[src/rtl/mem_ctrl_pkg.sv]
// ============================================================================
// mem_ctrl_pkg
// Shared state encoding, timeout default and request qualification helper.
// Revision: 1.0
// ============================================================================
`default_nettype none

package mem_ctrl_pkg;

  typedef enum logic [1:0] {
    ST_IDLE = 2'b00,
    ST_BUSY = 2'b01,
    ST_DONE = 2'b10
  } state_e;

  localparam int TIMEOUT_DEFAULT = 16;

  // One request type only, word-aligned address.
  function automatic logic req_is_legal(input logic rd, input logic wr,
                                        input logic [1:0] addr_lo);
    return (rd ^ wr) && (addr_lo == 2'b00);
  endfunction

endpackage

`default_nettype wire

[src/rtl/mem_access_ctrl.sv]
// ============================================================================
// mem_access_ctrl
// MEM-stage load/store controller: stalls the pipeline around a single
// memory transaction, with timeout and illegal-request sticky errors.
// Revision: 1.0
// ============================================================================
`default_nettype none

module mem_access_ctrl
  import mem_ctrl_pkg::*;
#(
  parameter int TIMEOUT = TIMEOUT_DEFAULT
) (
  input  logic        clk,
  input  logic        rst_n,
  input  logic        rd_req,
  input  logic        wr_req,
  input  logic [31:0] addr,
  input  logic [31:0] wdata,
  input  logic        err_clr,
  output logic        stall,
  output logic [31:0] rdata,
  output logic        rdata_valid,
  output logic        mem_req,
  output logic        mem_we,
  output logic [31:0] mem_addr,
  output logic [31:0] mem_wdata,
  input  logic        mem_ack,
  input  logic [31:0] mem_rdata,
  output logic        err_timeout,
  output logic        err_illegal
);

  localparam logic [7:0] CNT_LAST = 8'(TIMEOUT - 1);

  state_e      state_q, state_d;
  logic [7:0]  cnt_q, cnt_d;
  logic        we_q, we_d;
  logic [31:0] addr_q, addr_d;
  logic [31:0] wdata_q, wdata_d;
  logic [31:0] rdata_q, rdata_d;
  logic        err_to_q, err_to_d;
  logic        err_il_q, err_il_d;

  logic req_legal;
  logic req_illegal;

  assign req_legal   = req_is_legal(rd_req, wr_req, addr[1:0]);
  assign req_illegal = (rd_req && wr_req) || ((rd_req || wr_req) && (addr[1:0] != 2'b00));

  always_comb begin
    state_d  = state_q;
    cnt_d    = cnt_q;
    we_d     = we_q;
    addr_d   = addr_q;
    wdata_d  = wdata_q;
    rdata_d  = rdata_q;
    // Clear first, then let a same-cycle error event win.
    err_to_d = err_to_q && !err_clr;
    err_il_d = err_il_q && !err_clr;

    case (state_q)
      ST_IDLE: begin
        if (req_legal) begin
          state_d = ST_BUSY;
          cnt_d   = 8'd0;
          we_d    = wr_req;
          addr_d  = addr;
          wdata_d = wdata;
        end else if (req_illegal) begin
          err_il_d = 1'b1;
        end
      end
      ST_BUSY: begin
        if (mem_ack) begin
          if (!we_q) begin
            rdata_d = mem_rdata;
          end
          state_d = ST_DONE;
        end else if (cnt_q == CNT_LAST) begin
          err_to_d = 1'b1;
          rdata_d  = 32'd0;
          state_d  = ST_DONE;
        end else begin
          cnt_d = cnt_q + 8'd1;
        end
      end
      ST_DONE: begin
        state_d = ST_IDLE;
      end
      default: begin
        state_d = ST_IDLE;
      end
    endcase
  end

  always_ff @(posedge clk or negedge rst_n) begin
    if (!rst_n) begin
      state_q  <= ST_IDLE;
      cnt_q    <= 8'd0;
      we_q     <= 1'b0;
      addr_q   <= 32'd0;
      wdata_q  <= 32'd0;
      rdata_q  <= 32'd0;
      err_to_q <= 1'b0;
      err_il_q <= 1'b0;
    end else begin
      state_q  <= state_d;
      cnt_q    <= cnt_d;
      we_q     <= we_d;
      addr_q   <= addr_d;
      wdata_q  <= wdata_d;
      rdata_q  <= rdata_d;
      err_to_q <= err_to_d;
      err_il_q <= err_il_d;
    end
  end

  assign mem_req     = (state_q == ST_BUSY);
  assign mem_we      = we_q;
  assign mem_addr    = addr_q;
  assign mem_wdata   = wdata_q;
  assign rdata       = rdata_q;
  assign rdata_valid = (state_q == ST_DONE) && !we_q;
  assign err_timeout = err_to_q;
  assign err_illegal = err_il_q;
  // Gated by rst_n so reset releases the pipeline even with a request pending.
  assign stall       = rst_n && (((state_q == ST_IDLE) && req_legal) || (state_q == ST_BUSY));

endmodule

`default_nettype wire

[config.mk]
export PLATFORM = sky130hd
export DESIGN_NAME = mem_access_ctrl
export DESIGN_NICKNAME = d
export VERILOG_FILES = /design/src/rtl/mem_ctrl_pkg.sv /design/src/rtl/mem_access_ctrl.sv
export SDC_FILE = /design/constraint.sdc
export NUM_CORES = 1
export LEC_CHECK = 0
export CAP_MARGIN = 20
export CORE_MARGIN = 8
export CORE_UTILIZATION = 28
export CTS_CLUSTER_DIAMETER = 200
export DETAILED_ROUTE_END_ITERATION = 16
export PLACE_DENSITY = 0.7
export SETUP_SLACK_MARGIN = 0.1
export SYNTH_ARGS = -nofsm -noshare
export SYNTH_HDL_FRONTEND = slang
export SYNTH_SLANG_ARGS = --single-unit
export TNS_END_PERCENT = 5
[constraint.sdc]
create_clock -name clk -period 3.4 [get_ports clk]
set_input_delay 0.68 -clock clk [delete_from_list [all_inputs] [get_ports clk]]
set_output_delay 0.68 -clock clk [all_outputs]
set_load 0.05 [all_outputs]
# Yosys cells after proc, flatten, opt, wreduce, memory -nomap -nowiden
# Cells that the tools add are included.
[word_totals]
regBits = 109
output_inout_bits = 102
wordCells = 57
[classes]
addsub = 1
eq_ne = 8
n_mux = 17
bitwise_logic = 1
reduce_logical = 22
[ops]
columns = ["cell", "count"]
rows = [
  ["32-bit 2-to-1 mux", 3],
  ["8-bit 2-to-1 mux", 3],
  ["8-bit one-hot mux with 2 select lines", 1],
  ["8-bit by 1-bit adder with 8-bit output (second input constant)", 1],
  ["8-bit by 4-bit == test with 1-bit output (second input constant)", 1],
  ["1-bit logical AND", 8],
  ["2-bit != test (second input constant)", 4],
  ["1-bit 2-to-1 mux", 6],
  ["2-bit 2-to-1 mux", 3],
  ["2-bit nonzero test", 3],
  ["2-bit zero test", 2],
  ["2-bit one-hot mux with 2 select lines", 1],
  ["2-bit AND reduction", 2],
  ["4-bit AND reduction", 1],
  ["1-bit logical OR", 3],
  ["3-bit by 1-bit != test with 1-bit output (second input constant)", 1],
  ["3-bit AND reduction", 1],
  ["2-bit by 1-bit == test with 1-bit output (second input constant)", 1],
  ["2-bit == test (second input constant)", 1],
  ["1-bit zero test", 2],
  ["1-bit bitwise XOR", 1],
]

# Longest topological paths before layout
# Gate-level depths: netlist of run 1.
[logic_depth]
depth_word = 6
ltp_mapped = 7
depth_no_buf = 6

# Least setup slack after synthesis of run 1
# No wires, ideal clock.
[synth_path]
path_kind = "input-to-output"
from = "input wr_req"
to = "output stall"
t_arrival_ns = 2.497
required_ns = 2.720
slack_ns = 0.223
stages = 5
path_buffers = 1
path_cell_list = "inv_1 ha_1 nand3_1 clkbuf_1 a21boi_0"
[synth_between]
elab_chain_cells = 5
[synth_rtl]
columns = ["element", "line", "text"]
rows = [
  ["start: declaration", "mem_access_ctrl.sv:17", "input logic wr_req,"],
  ["1-bit bitwise XOR", "mem_ctrl_pkg.sv:21", "return (rd ^ wr) && (addr_lo == 2'b00);"],
  ["1-bit logical AND", "mem_ctrl_pkg.sv:21", ""],
  ["1-bit logical AND", "mem_access_ctrl.sv:128", "assign stall = rst_n && (((state_q == ST_IDLE) && req_legal) || (state_q == ST_BUSY));"],
  ["1-bit logical OR", "mem_access_ctrl.sv:128", ""],
  ["1-bit logical AND", "mem_access_ctrl.sv:128", ""],
  ["end: declaration", "mem_access_ctrl.sv:21", "output logic stall,"],
]
# No other way between the ends.

# Final worst setup path of run 1
[layout_path]
from = "input rd_req"
to = "output stall"
[layout_between]
elab_chain_cells = 5
[layout_rtl]
columns = ["element", "line", "text"]
rows = [
  ["start: declaration", "mem_access_ctrl.sv:16", "input logic rd_req,"],
  ["1-bit bitwise XOR", "mem_ctrl_pkg.sv:21", ""],
  ["1-bit logical AND", "mem_ctrl_pkg.sv:21", ""],
  ["1-bit logical AND", "mem_access_ctrl.sv:128", ""],
  ["1-bit logical OR", "mem_access_ctrl.sv:128", ""],
  ["1-bit logical AND", "mem_access_ctrl.sv:128", ""],
]
# No other way between the ends.

==> results of run 1 <==
-- synth_stat cells --
cell type  number
a21boi_0        1
dfrtp_1       109
and3_2          1
and3_1          4
nor3b_1         2
o21ai_0         7
a21oi_1         3
o22a_2          1
nand2_4         1
a31o_2          1
nand2_1       191
a211o_1         1
o31ai_4         1
nand3_1         4
buf_6           3
nor2_2          1
a22o_1         31
nor2b_1         1
nor3_1          1
or4_4           1
a32o_1          1
nor4_1          1
ha_1            3
o41ai_1         1
and2_1          3
nand2b_1        3
nor2_1          5
a22o_2          2
a41oi_1         1
o22a_1          1
a31oi_1         1
a221o_1         1
a211oi_2        1
o21a_1          1
buf_2           3
inv_1           6
buf_1           5
clkbuf_1       10
-- final cells by class --
type / instances / area [um^2] / share of cell area
flip-flops and latches: 109 / 2730 / 0.403
repair buffers: 209 / 2080 / 0.308
multi-input cells: 278 / 1400 / 0.207
clock buffers: 12 / 246 / 0.0364
well taps: 188 / 235 / 0.0347
clock inverters: 4 / 55.1 / 0.00813
inverters: 6 / 22.5 / 0.00332
-- power by group through the flow --
stage / clock [W] / sequential (W) / combinational [W]
global route: 0.00116 / 0.00199 / 0.00306
detailed placement: 0 / 0.00196 / 0.00293
floorplan: 0 / 0.00333 / 0.000420
CTS: 0.00110 / 0.00194 / 0.00294
finish: 0.00105 / 0.00194 / 0.00291
global placement: 0 / 0.00194 / 0.00292
-- cell families (layout without fill, tap and decap cells) --
logic type	after synthesis	count (layout)	share of synthesized area
simple gates	219	219	0.209
buf+inv	27	231	0.0300
compound gates	56	56	0.111
fa+ha+maj	3	3	0.00883
flops	109	109	0.642
-- worst reg2reg max path, delay by kind of cell (launching register included) --
family        cells  cell delay [ps]
buf+inv           1              510
simple gates      4             1020
flops             1              390
-- sequential cells by signal, indices dropped and copies added (netlist names) --
signal       flops
mem_wdata       32
err_timeout      1
err_illegal      1
mem_we           1
cnt_q            8
state_q          2
rdata           32
mem_addr        32
-- stage by stage --
| stage | area (um^2) | hold WS (ps) |
|---|---|---|
| after global routing | 6780 | 495 |
| final | 6780 | 468 |
| after global placement | 6470 | 456 |
| after detailed placement | 6470 | 462 |
| after floorplan | 4250 | 384 |
| after CTS | 6780 | 479 |
-- routing by layer --
| layer | GRT usage | vias to the layer above |
|---|---|---|
| met5 | 0 | - |
| met4 | 0.0520 | 0 |
| met3 | 0.0647 | 13 |
| met2 | 0.209 | 162 |
| met1 | 0.164 | 1735 |
| li1 | - | 1755 |
-- final timing paths --
kind	start	endpoint
setup / recovery	rd_req	stall
hold / removal	rst_n	mem_addr[21]$_DFFE_PN0P_
setup reg to reg	state_q[0]$_DFFE_PN0P_	mem_wdata[1]$_DFFE_PN0P_
hold reg to reg	mem_wdata[5]$_DFFE_PN0P_	mem_wdata[5]$_DFFE_PN0P_
max in group asynchronous	rst_n	rdata[7]$_DFFE_PN0P_
min in group clk	mem_wdata[5]$_DFFE_PN0P_	mem_wdata[5]$_DFFE_PN0P_
==> out/qor.yml, run 1 <==
synthDistinctLibCells: 38
status: "complete, no violations"
pwr-share-clk: 0.178
diodes: 0
ys_ff_latch: 109
dp_cells: 790
drv_cap: 0
drv_slew: 0
place.detailed.hpwl_mm: 9.58
rsz0062_at_grt: "no"
synth.area.top_cells: "dfrtp_1, nand2_1, a22o_1"
synth.avg_cell_area_um2: 10.3
post-cts-setup-buffers: 0
ant_nets: 0
crit_path_top_delay_cell: "clkdlybuf4s50_1"
m1WireLength_mm: 5.63
slowest_delay_ps: 480
path_max_fanout: 3
setup_viol: 0
final_layout_size_suffix_gt1_frac: 0.0566
hold_viol_final: 0
cts_resized: 0
die_w_um: 139
arrival_ps: 2170
cts-root-buf: "clkbuf_16"
grt_first_pass_wirelength_mm: 21.4
final_core_util: 0.451
syn-instance-count: 414
internal_power_w: 0.00329
finalCritPeriodShare: 0.838
drtPass1Iterations: 4
grt_start_max_net_pins: 69
worst_slew_pin_slew_ps: 820
setup_ws_ps: 550
ctsHoldBuffers: 0
finalNonFillerCells: 806
start_util: 0.283
dieArea_um2: 19400
drc: 0
portBuffers: 203
vias: 3665
ys.warnings.count: 0
wl_per_cell_um: 16.0
clk_pin_slew_ps: 70
cts_tree: "built"
crit_cells: 6
critPathCaptureType: "primary output"
ios: 204
crit_type: "in -> out"
nNetsFinal: 718
antenna_found_initial: 0
met2_length_mm: 5.70
max_freq_mhz: 351
synth_top_area_share: 0.642
routed_via_density: 4.55
total_power_w: 0.00590
worstSetupStartpointType: "input pin"
clk_latency_ps: 340
seq_area_frac_synth: 0.642
grt_util_all_layers: 0.137
finClkSkew_ps: 12.0
required_ps: 2720
slew-limit-headroom: 0.453
highest_layer: "met4"
switchingPower_w: 0.00261
fill_cells: 1393
fp.coreArea_um2: 15000
worst-r2r-cell-count: 5
syn-cell-area_um2: 4250
hold_path.class: "in -> async"
swShare: 0.442
final.setup.tns_ps: 0
layout_commonest_cell: "clkdlybuf4s50_1"
grt_pass1_vias: 4013
synth_nets: 519
powerDensity_nw_per_um2: 871
finalWeightedCongestion: 0.768
fp-row-count: 45
reg2reg_slack_ps: 1420
pre_cts_slack_ps: 556
seq_power_share: 0.329
numCtsBuffers: 9
path_delay_family: "buffers and inverters"
cts_buffer_depth: 2
crit_buf_inv: 3
ir_worst_vdd_mv: 0.383
period_needed_ps: 2850
wl_met3_mm: 1.38
synthToLayoutAreaGrowth_pct: 59.4
overflow: 0
synth_top_cell_by_area: "dfrtp_1"
crit_chain: "clkdlybuf4s50_1, inv_1, ha_1, nand3_2, a21boi_0, buf_12"
final_cell_mix: "clkdlybuf4s50_1, nand2_1, dfrtp_1"
p_comb_frac: 0.493
die-height_um: 139
numClockSinks: 109
power_leakage_nw: 3.21
ctsHtreeMaxLevel: 3
routed_wl_mm: 12.9
first_iter_violations: 122
(Power assumes the default switching activity.)
==> inputs of run 2 (changes only) <==
--- a/config.mk
+++ b/config.mk
@@ -10,7 +10,7 @@
 export CORE_UTILIZATION = 28
 export CTS_CLUSTER_DIAMETER = 200
 export DETAILED_ROUTE_END_ITERATION = 16
-export PLACE_DENSITY = 0.7
+export PLACE_DENSITY = 0.72
 export SETUP_SLACK_MARGIN = 0.1
 export SYNTH_ARGS = -nofsm -noshare
 export SYNTH_HDL_FRONTEND = slang
==> constraint.sdc (replaced) <==
create_clock -name clk -period 2.28 [get_ports clk]
set_input_delay 0.456 -clock clk [delete_from_list [all_inputs] [get_ports clk]]
set_output_delay 0.456 -clock clk [all_outputs]
set_load 0.05 [all_outputs]
==> run 2 against run 1 <==
Compared with the run above: count of clock-buffer cells in the layout unchanged; global-route usage fell by 0.57 points; critical path depth fell by 5; sequential share of layout area decreased by 0.46 points; sequential power increased by 49%; cell area rose by 1.2%; first-iteration DRC count is 1.6% higher; hold slack got worse by 240 ps; total power is 49% higher; combinational power grew 49%; via count decreased by 1.3%; highest routed layer unchanged.
==> out/qor.yml, run 2 (synthesis gave the netlist of run 1 again) <==
clk_pin_slew_ps: 70
die-height_um: 139
final.setup.tns_ps: 0
grt_util_all_layers: 0.131
nNetsFinal: 719
pre_cts_slack_ps: 25.6
fp.coreArea_um2: 15000
start_util: 0.283
routed_wl_mm: 12.6
grt_pass1_vias: 3895
finClkSkew_ps: 11.0
die_w_um: 139
crit_path_top_delay_cell: "clkdlybuf4s50_1"
numCtsBuffers: 9
grt_first_pass_wirelength_mm: 20.6
final_cell_mix: "clkdlybuf4s50_1, nand2_1, dfrtp_1"
setup_viol: 0
drc: 0
clk_latency_ps: 340
max_freq_mhz: 489
layout_commonest_cell: "clkdlybuf4s50_1"
worst_slew_pin_slew_ps: 566
status: "complete, no violations"
ios: 204
synthToLayoutAreaGrowth_pct: 61.3
drv_slew: 0
path_delay_family: "buffers and inverters"
drtPass1Iterations: 4
period_needed_ps: 2040
portBuffers: 203
final_layout_size_suffix_gt1_frac: 0.0680
dp_cells: 791
slowest_delay_ps: 830
first_iter_violations: 124
rsz0062_at_grt: "no"
power_leakage_nw: 3.24
hold_path.class: "in -> async"
fp-row-count: 45
slew-limit-headroom: 0.621
crit_buf_inv: 1
ir_worst_vdd_mv: 0.601
hold_viol_final: 0
ant_nets: 0
crit_type: "reg -> out"
grt_start_max_net_pins: 110
ctsHtreeMaxLevel: 3
path_max_fanout: 4
powerDensity_nw_per_um2: 1280
routed_via_density: 4.49
required_ps: 1820
numClockSinks: 109
finalWeightedCongestion: 0.748
worstSetupStartpointType: "register"
antenna_found_initial: 0
wl_per_cell_um: 15.6
vias: 3616
cts_buffer_depth: 2
diodes: 0
cts-root-buf: "clkbuf_16"
arrival_ps: 1590
dieArea_um2: 19400
cts_tree: "built"
setup_ws_ps: 236
finalCritPeriodShare: 0.897
overflow: 0
critPathCaptureType: "primary output"
crit_chain: "clkdlybuf4s50_1"
drv_cap: 0
place.detailed.hpwl_mm: 9.38
finalNonFillerCells: 806
-- run 2: changes by cell type in the layout (fill, tap and decap cells not counted), moves of 2 or more --
cell / previous run / this run
buf_12: 1 / 6
buf_4: 7 / 5
clkdlybuf4s50_1: 201 / 197
dlygate4sd2_1: 0 / 2
inv_1: 6 / 4
inv_2: 0 / 2
-- run 2: final cells by class --
cell class                 count  area, um^2
timing repair buffer         210        2150
clock inverter                 3        45.0
fill                        1396        8180
tap                          188         235
clock buffer                  12         256
inverter                       6        22.5
multi-input combinational    278        1420
sequential                   109        2730
-- run 2: per-stage QoR --
step                      hold WS, ps   util  instance area (um^2)  total power, W
after floorplan                   160      -                  4250         0.00560
after global placement            456  0.435                  6540         0.00725
after detailed placement          461  0.435                  6540         0.00730
after CTS                         251  0.456                  6850         0.00893
after global routing              236  0.456                  6850         0.00923
final                             226  0.456                  6850         0.00880
-- run 2: timing repair --
action / CTS / global route
buffers inserted: 0 / 0
endpoints found under the setup margin: 1 / 0
resized for setup: 5 / 0
hold buffers: 0 / 0
-- run 2: path summary, 6_finish.rpt --
path	startpoint	to	slack (ps)	cells past startpoint
min in group clk	mem_addr[4]$_DFFE_PN0P_	mem_addr[4]$_DFFE_PN0P_	470	2
max in group asynchronous	rst_n	mem_addr[5]$_DFFE_PN0P_	1650	2
min reg2reg	mem_addr[4]$_DFFE_PN0P_	mem_addr[4]$_DFFE_PN0P_	470	2
min	rst_n	cnt_q[2]$_DFFE_PN0P_	230	2
max reg2reg	cnt_q[5]$_DFFE_PN0P_	rdata[0]$_DFFE_PN0P_	420	4
max	mem_we$_DFFE_PN0P_	mem_we	240	1
-- run 2: where the power goes --
| part | total [W] | leakage, nW | internal, W | switching [W] |
|---|---|---|---|---|
| combinational | 0.00434 | 1.72 | 0.00150 | 0.00284 |
| sequential | 0.00289 | 1.38 | 0.00254 | 0.000348 |
| clock | 0.00157 | 0.141 | 0.000906 | 0.000663 |
| total | 0.00880 | 3.24 | 0.00495 | 0.00386 |
-- run 2: per-layer routing --
metal | part of all wire | track usage | vias to the layer above
li1 | - | - | 1753
met1 | 0.43 | 0.156 | 1690
met2 | 0.44 | 0.199 | 157
met3 | 0.10 | 0.0623 | 16
met4 | 0.022 | 0.0566 | 0
met5 | 0 | 0 | -
==> inputs of run 3 (changes only) <==
--- a/config.mk
+++ b/config.mk
@@ -10,6 +10,7 @@
 export CORE_UTILIZATION = 28
 export CTS_CLUSTER_DIAMETER = 200
 export DETAILED_ROUTE_END_ITERATION = 16
+export MAX_ROUTING_LAYER = met4
 export PLACE_DENSITY = 0.72
 export SETUP_SLACK_MARGIN = 0.1
 export SYNTH_ARGS = -nofsm -noshare
==> run 3 against run 2 <==
Compared with the run above: clock skew about the same; hold slack about the same; die area unchanged; count of clock-buffer cells in the layout unchanged; cell count unchanged; clock power about the same; utilization unchanged; first-iteration DRC count increased by 15%; critical endpoint is now stall; largest power group unchanged.
==> out/qor.yml, run 3 (synthesis gave the netlist of run 1 again) <==
final_layout_size_suffix_gt1_frac: 0.0680
ant_nets: 0
cts_tree: "built"
drtPass1Iterations: 4
die-height_um: 139
clk_latency_ps: 340
path_max_fanout: 3
drv_cap: 0
fill_cells: 1396
crit_chain: "clkdlybuf4s50_1, nor2_1, nand3_2, a21boi_2, buf_12"
numCtsBuffers: 9
place.detailed.hpwl_mm: 9.38
worstSetupStartpointType: "input pin"
crit_path_top_delay_cell: "clkdlybuf4s50_1"
powerDensity_nw_per_um2: 1280
diodes: 0
die_w_um: 139
layout_commonest_cell: "clkdlybuf4s50_1"
finalCritPeriodShare: 0.896
power_leakage_nw: 3.24
hold_path.class: "in -> async"
synthToLayoutAreaGrowth_pct: 61.3
max_freq_mhz: 489
ir_worst_vdd_mv: 0.601
status: "complete, no violations"
fp-row-count: 45
cts-root-buf: "clkbuf_16"
ios: 204
setup_viol: 0
cts_buffer_depth: 2
antenna_found_initial: 0
grt_util_all_layers: 0.135
dp_cells: 791
rsz0062_at_grt: "no"
drv_slew: 0
grt_pass1_vias: 3912
final_cell_mix: "clkdlybuf4s50_1, nand2_1, dfrtp_1"
required_ps: 1820
portBuffers: 203
first_iter_violations: 142
drc: 0
ctsHoldBuffers: 0
final_core_util: 0.456
routed_via_density: 4.52
grt_first_pass_wirelength_mm: 20.6
arrival_ps: 1590
multiInputGateArea_um2: 1420
worst_slew_pin_slew_ps: 566
post-cts-setup-buffers: 0
overflow: 0
routed_wl_mm: 12.6
reg2reg_slack_ps: 410
numClockSinks: 109
crit_type: "in -> out"
period_needed_ps: 2040
finClkSkew_ps: 10.8
slew-limit-headroom: 0.621
vias: 3640
dieArea_um2: 19400
slowest_delay_ps: 410
nNetsFinal: 719
wl_per_cell_um: 15.6
hold_viol_final: 0
cts_resized: 5
pre_cts_slack_ps: 25.6
grt_start_max_net_pins: 110
setup_ws_ps: 237
critPathCaptureType: "primary output"
ctsHtreeMaxLevel: 3
fp.coreArea_um2: 15000
start_util: 0.283
clk_pin_slew_ps: 70
finalWeightedCongestion: 0.757
final.setup.tns_ps: 0
finalNonFillerCells: 806
seq_area_um2: 2730
[run 3: cell counts in the layout (fill, tap and decap cells not counted)]
No cell type changed its count.
[run 3: stage by stage]
| step | area, um^2 | total power (W) | hold WS (ps) |
|---|---|---|---|
| final | 6850 | 0.00880 | 227 |
| after global routing | 6850 | 0.00923 | 236 |
| after CTS | 6850 | 0.00893 | 251 |
| after detailed placement | 6540 | 0.00730 | 461 |
| after global placement | 6540 | 0.00725 | 456 |
| after floorplan | 4250 | 0.00560 | 160 |
[run 3: layer usage]
layer  wire length (um)  GRT usage  vias to the layer above
met5                  0          -                        -
met4                269     0.0566                        0
met3               1010     0.0472                       16
met2               5550      0.199                      162
met1               5770      0.166                     1708
li1                   -          -                     1754
[run 3: cell type report]
type | instances | share of cell area
Tap cell | 188 | 0.0343
Clock inverter | 3 | 0.00657
Multi-Input combinational cell | 278 | 0.207
Clock buffer | 12 | 0.0374
Timing Repair Buffer | 210 | 0.313
Sequential cell | 109 | 0.398
Inverter | 6 | 0.00329
[run 3: final timing paths]
check / depth (start not counted) / end / from
worst min register to register: 2 / mem_addr[4]$_DFFE_PN0P_ / mem_addr[4]$_DFFE_PN0P_
max in group asynchronous: 2 / mem_addr[5]$_DFFE_PN0P_ / rst_n
min in group clk: 2 / mem_addr[4]$_DFFE_PN0P_ / mem_addr[4]$_DFFE_PN0P_
worst max-delay path: 5 / stall / addr[1]
worst max register to register: 4 / rdata[0]$_DFFE_PN0P_ / cnt_q[5]$_DFFE_PN0P_
worst min-delay path: 2 / cnt_q[2]$_DFFE_PN0P_ / rst_n
[run 3: report_power, final]
part | internal (W) | leakage, nW | switching, W
Combinational | 0.00150 | 1.72 | 0.00285
Clock | 0.000906 | 0.141 | 0.000660
Sequential | 0.00254 | 1.38 | 0.000349
Total | 0.00495 | 3.24 | 0.00386
[run 3: critical path, delay by kind of cell]
| family | cells | cell delay (ps) |
|---|---|---|
| buf+inv | 2 | 570 |
| compound gates | 1 | 200 |
| simple gates | 2 | 370 |
